--- src/rtl/cpu_pkg.sv ---
// Shared LEGv8 CPU widths, register-number constants and data types.
package cpu_pkg;

  localparam int unsigned DATA_WIDTH     = 64;
  localparam int unsigned REG_ADDR_WIDTH = 5;
  localparam int unsigned NUM_REGS       = 32;

  typedef logic [DATA_WIDTH-1:0]     word_t;
  typedef logic [REG_ADDR_WIDTH-1:0] reg_addr_t;

  localparam reg_addr_t XZR      = 5'd31;
  localparam reg_addr_t LINK_REG = 5'd30;

endpackage

--- src/rtl/wb_reg_file_reg_word.sv ---
// One architectural register: load-enabled flop word with asynchronous clear.
module reg_word #(
  parameter int unsigned WIDTH = 64
) (
  input  logic             clk,
  input  logic             rst,
  input  logic             i_en,
  input  logic [WIDTH-1:0] i_d,
  output logic [WIDTH-1:0] o_q
);

  logic [WIDTH-1:0] r_q;

  always_ff @(posedge clk or posedge rst) begin
    if (rst) begin
      r_q <= '0;
    end else if (i_en) begin
      r_q <= i_d;
    end
  end

  assign o_q = r_q;

endmodule

--- src/rtl/wb_reg_file.sv ---
// LEGv8 architectural register file: write-back port, two decode read ports
// with same-cycle write-to-read bypass; XZR has no storage and reads as zero.
module wb_reg_file #(
  parameter int unsigned DATA_WIDTH = cpu_pkg::DATA_WIDTH,
  parameter int unsigned NUM_REGS   = cpu_pkg::NUM_REGS,
  parameter int unsigned ADDR_WIDTH = cpu_pkg::REG_ADDR_WIDTH,
  parameter int unsigned ZERO_REG   = 32'(cpu_pkg::XZR)
) (
  input  logic                  clk,
  input  logic                  reset,
  input  logic                  RegWrite,
  input  logic [ADDR_WIDTH-1:0] WriteRegister,
  input  logic [DATA_WIDTH-1:0] WriteData,
  input  logic [ADDR_WIDTH-1:0] ReadRegister1,
  input  logic [ADDR_WIDTH-1:0] ReadRegister2,
  output logic [DATA_WIDTH-1:0] ReadData1,
  output logic [DATA_WIDTH-1:0] ReadData2
);

  import cpu_pkg::*;

  localparam logic [ADDR_WIDTH-1:0] ZR_ADDR = ADDR_WIDTH'(ZERO_REG);

  logic [DATA_WIDTH-1:0] w_regs [NUM_REGS];
  logic                  w_wr_live;
  logic [DATA_WIDTH-1:0] w_rd1;
  logic [DATA_WIDTH-1:0] w_rd2;

  // A write is architecturally live only out of reset and when not aimed at XZR.
  assign w_wr_live = !reset && RegWrite && (WriteRegister != ZR_ADDR);

  for (genvar gi = 0; gi < NUM_REGS; gi++) begin : g_regs
    if (gi == ZERO_REG) begin : g_zero
      assign w_regs[gi] = '0;
    end else begin : g_word
      logic w_en;
      assign w_en = w_wr_live && (WriteRegister == ADDR_WIDTH'(gi));
      reg_word #(.WIDTH(DATA_WIDTH)) u_word (
        .clk  (clk),
        .rst  (reset),
        .i_en (w_en),
        .i_d  (WriteData),
        .o_q  (w_regs[gi])
      );
    end
  end

  // Port 1: XZR first, then bypass of the in-flight write, then storage.
  always_comb begin
    w_rd1 = '0;
    if (reset || (ReadRegister1 == ZR_ADDR)) begin
      w_rd1 = '0;
    end else if (w_wr_live && (WriteRegister == ReadRegister1)) begin
      w_rd1 = WriteData;
    end else begin
      w_rd1 = w_regs[ReadRegister1];
    end
  end

  // Port 2: identical priority to port 1.
  always_comb begin
    w_rd2 = '0;
    if (reset || (ReadRegister2 == ZR_ADDR)) begin
      w_rd2 = '0;
    end else if (w_wr_live && (WriteRegister == ReadRegister2)) begin
      w_rd2 = WriteData;
    end else begin
      w_rd2 = w_regs[ReadRegister2];
    end
  end

  assign ReadData1 = w_rd1;
  assign ReadData2 = w_rd2;

endmodule

--- config.mk ---
export PLATFORM = sky130hd
export DESIGN_NAME = wb_reg_file
export DESIGN_NICKNAME = d
export VERILOG_FILES = /design/src/rtl/cpu_pkg.sv /design/src/rtl/wb_reg_file_reg_word.sv /design/src/rtl/wb_reg_file.sv
export SDC_FILE = /design/constraint.sdc
export NUM_CORES = 2
export LEC_CHECK = 0
export BUFFER_PORTS_ARGS = -buffer_cell sky130_fd_sc_hd__buf_2
export CAP_MARGIN = 20
export CORE_UTILIZATION = 50
export CTS_CLUSTER_DIAMETER = 120
export DETAILED_ROUTE_END_ITERATION = 10
export GPL_ROUTABILITY_DRIVEN = 0
export HOLD_SLACK_MARGIN = 0.1
export PLACE_DENSITY_LB_ADDON = 0.15
export SLEW_MARGIN = 0
export SYNTH_ARGS = -nofsm -noshare
export SYNTH_HDL_FRONTEND = slang
export SYNTH_SLANG_ARGS = --single-unit
--- constraint.sdc ---
create_clock -name clk -period 104.3 [get_ports clk]
set_input_delay 10.43 -clock clk [delete_from_list [all_inputs] [get_ports clk]]
set_output_delay 10.43 -clock clk [all_outputs]
set_load 0.05 [all_outputs]
* After elaboration in Yosys (flattened, before gate mapping) *
Index checks and enable logic that the tools add are counted.

cells by class
  order comparisons = 2
  equality and inequality tests = 35
  multiplexer cells = 10
  bitwise operators = 2
  reductions and logical operators = 39

operator list
  cell                                                             count
  64-bit binary-select mux with 5-bit select                       2
  64-bit two-way mux                                               8
  5-bit == test, second input constant                             17
  5-bit by 4-bit == test with 1-bit output, second input constant  8
  1-bit logical AND                                                35
  5-bit by 3-bit == test with 1-bit output, second input constant  4
  6-bit >= comparator, second input constant                       2
  5-bit NOT with 6-bit output                                      2
  5-bit by 2-bit == test with 1-bit output, second input constant  2
  5-bit == test                                                    2
  5-bit by 1-bit == test with 1-bit output, second input constant  1
  5-bit logical NOT                                                1
  5-bit inequality test, second input constant                     1
  1-bit logical OR                                                 2
  1-bit logical NOT                                                1

storage, ports and cells
  bits in registers = 1,984
  input port bits = 82
  word-level logic and storage cells = 119

* Depth between registers and ports, before layout *
  word-level depth = 6
  mapped depth = 10
  mapped depth without buffers = 5

* Modules after synthesis *
A second synthesis with hierarchy kept.

unflattened totals
  cell total of the unflattened synthesis = 7,117
  area, all modules = 116,181.4 um^2

modules (own cells, without submodules)
  module       times used  cells an instance  area an instance (um^2)  seq. area each (um^2)
  reg_word     31          136                2,682.6                  1,601.5
  wb_reg_file  1           2,901              33,021.7                 0.0

* Worst setup path before layout *
Ideal clock, no wire load.

  path kind = in2out
  from = input ReadRegister1[0]
  to = output ReadData1[58]
  arrival time = 12.992 ns
  path slack = 80.878 ns
  cell stages on the path = 9
  path buffers = 5
  cell sequence = buf_2 -> buf_6 -> buf_6 -> buf_6 -> buf_2 -> or2_2 -> a222oi_1 -> a21oi_1 -> o32ai_1

between the ends
  cells in the longest elaborated chain, start to end = 6
  elaborated cells between the ends (all ways) = 10
  classes of those cells = 2 x eq/ne; 5 x mux; 1 x bitwise; 2 x reduce/logical

RTL lines
  item                                                    RTL line           source
  start: declaration                                      wb_reg_file.sv:14  input logic [ADDR_WIDTH-1:0] ReadRegister1,
  5-bit NOT with 6-bit output (not written as such)       wb_reg_file.sv:56  w_rd1 = w_regs[ReadRegister1];
  64-bit binary-select mux with 5-bit select              wb_reg_file.sv:56
  64-bit two-way mux (not written as such) (2 in series)  wb_reg_file.sv:56
  64-bit two-way mux                                      wb_reg_file.sv:53  end else if (w_wr_live && (WriteRegister == ReadRegister1)) begin
  64-bit two-way mux *                                    wb_reg_file.sv:51  if (reset || (ReadRegister1 == ZR_ADDR)) begin
  end: declaration                                        wb_reg_file.sv:16  output logic [DATA_WIDTH-1:0] ReadData1,

Mark *: on every way between the ends. The rest lies on a longest branch, timed or not. The select of a mux whose other input is x is not followed.

* Worst setup path in the final report *
  from = input ReadRegister1[1]
  to = output ReadData1[39]

Same word-level chain as after synthesis.

==> summary.txt <==
Placed design
  – Placement Cell Area: roughly 110000 um2
  – Number of port buffers: 209
  – Post-DP HPWL: between 200000 and 250000 um
  – Pre-CTS setup slack: 77.17 ns

Critical path
  – Worst path cell trace: buf_8 -> buf_4 -> buf_4 -> buf_4 -> buf_4 -> buf_4 -> mux4_2 -> nor2_1 -> a21oi_1 -> a21oi_1 -> o32ai_1 -> buf_2
  – Crit end category: output pin
  – Cell mode on critical path: buf_4
  – Worst Path Max Fanout: 61
  – Crit Path Class: in -> out
  – Crit path DAT: ~17 ns
  – CP max-delay cell: buf_4
  – Startpoint class of the critical path: input port
  – Worst Path Required: approximately 94 ns
  – Crit-path max cell delay: between 0.8 and 0.9 ns

STA
  – Final WS setup: between 70 and 80 ns
  – Fin crit share: between 20% and 30%
  – Final Hold Viols: 0
  – Final setup vio count: 0
  – Post-Route Setup TNS: 0 ns
  – Final Max Tran Viols: 0
  – Worst Tran Pin Value: 1.25 ns
  – Fmax: 0.0367 GHz
  – Final min period: 27.26 ns
  – Clock skew: 0 ns
  – Unrepaired setup endpoints after global routing: false
  – Slew margin rel.: 16.3%

Global routing
  – Gr ovfl total: 0
  – First-pass GRT wire length: 562000 um
  – Initial antenna violation count: 30
  – Vias in the first global route: 76300
  – Tot GR Track Use: between 30% and 40%
  – Largest net degree at the start of global routing: ~160

Clock tree
  – Worst-path clk slew: 0.06 ns
  – Clk buf depth: 3
  – Hold_buf cts: 0
  – Root Driver: clkbuf_16
  – CTS-repair resized insts: 0
  – Post-CTS Setup Bufs: 0
  – H-tree Lvls: 4
  – CTS tree: done
  – Clock sink total: 1984
  – CTS Buf Count: about 220
  – Clk_lat worst skew: a little under 0.9 ns

Die
  – Core Box Area: 214000 um2
  – Die X: between 400 and 500 um
  – Cell Rows: 170
  – Die Ht: approximately 470 um
  – Number of I/O pins: 210
  – Initial Utilization: between 50% and 60%
  – Die area: ~220000 um2

Pwr
  – Combinational Power Share: between 15 and 20%
  – P per Cell Area: between 15 and 20 nW/um2
  – Sequential share of power: ~45%
  – Clock share of power: a little under two fifths
  – Psw: between 0.5 and 0.6 mW
  – Internal: roughly 1.5 mW
  – Maximum vdd ir drop: between 15 and 20 uV
  – Switching fraction of total power: between 20% and 30%
  – Lkg Pwr: around 53 nW

Job
  – Max-Cap Viols: 0

Finish
  – Share of cells above drive strength 1: between 40 and 50%
  – Final #Nets: between 7000 and 8000
  – Synth-to-layout area growth: 9.29%
  – Post-layout util: a little over half
  – Max FFs per register: 1984
  – Final std cell area, no fill: between 100000 and 150000 um2

Logic synthesis
  – Synth top area share: 46.0%
  – Syn avg cell area: about 14 um2
  – Most common cell in the netlist: mux2_2
  – Synth Warn #: 0
  – Commonest register cell after synthesis: dfrtp_1
  – Ys async rst share: 100%
  – Flops & latches, synth: 1984
  – Post-synthesis sequential area ratio: 46.0%
  – Area leader, netlist: dfrtp_1
  – List of most frequent post-synthesis cells: 1992 x mux2_2, 1984 x dfrtp_1, 724 x mux2i_1
  – Post-synth cell types: 53
  – Area contributors post-synth: dfrtp_1 46%, mux2_2 21%, mux4_2 12%
  – Gate Count Post-Synth: a little under 8000
  – Number of synthesized flops with an enable pin: 0
  – Syn Nets: just under 8000
  – Mapped Area: 108000 um2

Routing
  – WL/cell: about 37 um
  – DRT iter0 DRCs: 8104
  – DRT antenna net count: 0
  – First-pass DRT Iterations: 7
  – WL final: 391000 um
  – Post-route DRC: 0
  – Post-DR vias/cell: 7.09
  – Vias after detailed routing: 75200

Hold path
  – Hold Crit Class: reg -> reg

Run status
  – Status: complete, no violations
layout by cell type, fill, tap and decap left out, types with 34 or more instances in the layout:
master and instances:
nor2_1 34, clkbuf_16 224, buf_4 184, mux4_2 567, a211oi_1 71, nand3_1 65, a221oi_1 243, clkbuf_8 57
o22ai_1 71, nand2_1 72, o21ai_0 303, mux2i_1 724, a32o_1 103, o211ai_1 71, o221ai_1 62, mux2_4 60
clkbuf_1 61, dfrtp_1 1984, mux2_2 1992, inv_1 39, a21oi_1 230, a221o_1 55, buf_2 200
cell families (layout without fill, tap and decap cells):
kind of cell | count (synthesis) | count (layout) | synth area share [%]
multiplexers | 3357 | 3357 | 40.3
flip-flops | 1984 | 1984 | 46.0
AO/OA/AOI/OAI | 1279 | 1279 | 8.39
buffers and inverters | 941 | 850 | 3.89
AND/OR/NAND/NOR | 278 | 278 | 1.26
XOR/XNOR | 10 | 10 | 0.0812
other | 0 | 14 | 0
power by group through the flow:
stage          combinational, mW  sequential (mW)  clock [mW]
6_report                   0.365            0.948       0.789
4_1_cts                    0.362            0.946       0.797
3_3_place_gp               0.353            0.952           0
3_5_place_dp               0.361            0.959           0
2_1_floorplan              0.280            0.942           0
5_1_grt                    0.386            0.961       0.830
worst paths after layout:
| path | from | endpoint | slack [ns] | cells past startpoint |
|---|---|---|---|---|
| min in group asynchronous | reset | g_regs[2].g_word.u_word.o_q[60] | 9.79 | 2 |
| worst max-delay path | ReadRegister1[1] | ReadData1[39] | 77.04 | 12 |
| max in group asynchronous | reset | g_regs[15].g_word.u_word.o_q[35] | 88.63 | 8 |
| worst min-delay path | g_regs[28].g_word.u_word.o_q[26] | g_regs[28].g_word.u_word.o_q[26] | 0.51 | 1 |
| worst max register to register | g_regs[28].g_word.u_word.o_q[36] | g_regs[28].g_word.u_word.o_q[36] | 103.49 | 1 |
| worst min register to register | g_regs[28].g_word.u_word.o_q[26] | g_regs[28].g_word.u_word.o_q[26] | 0.51 | 1 |
critical path, delay by kind of cell:
family | cells | cell delay, ns
mux | 1 | 0.37
simple gates | 1 | 0.04
compound gates | 3 | 1.05
buf+inv | 7 | 4.75
through the flow:
| step | cells | total power [mW] | hold WS (ns) |
|---|---|---|---|
| after detailed placement | 10200 | 1.32 | 0.498 |
| after CTS | 10600 | 2.10 | 0.512 |
| after floorplan | 7849 | 1.22 | 0.476 |
| final | 10600 | 2.10 | 0.513 |
| after global placement | 10200 | 1.31 | 0.488 |
| after global routing | 10600 | 2.18 | 0.533 |
layer usage:
layer / up-vias / wire length, um / global-route usage [%] / part of all wire (%)
met3: 1112 / 34900 / 7.13 / 8.9
met5: - / 74 / 0 / 0.019
met4: 12 / 24000 / 19.7 / 6.1
met1: 40200 / 155000 / 47.9 / 40
li1: 29900 / - / - / -
met2: 4024 / 177000 / 54.9 / 45
area by class of cell:
cell class | count | area (um2)
Clock inverter | 58 | 622
Multi-Input combinational cell | 4924 | 54400
Fill cell | 17700 | 96500
Timing Repair Buffer | 408 | 2850
Clock buffer | 341 | 6610
Antenna cell | 14 | 35.0
Inverter | 43 | 169
Tap cell | 2838 | 3550
Sequential cell | 1984 | 49600
No activity file was read; power rests on OpenSTA's default activity.
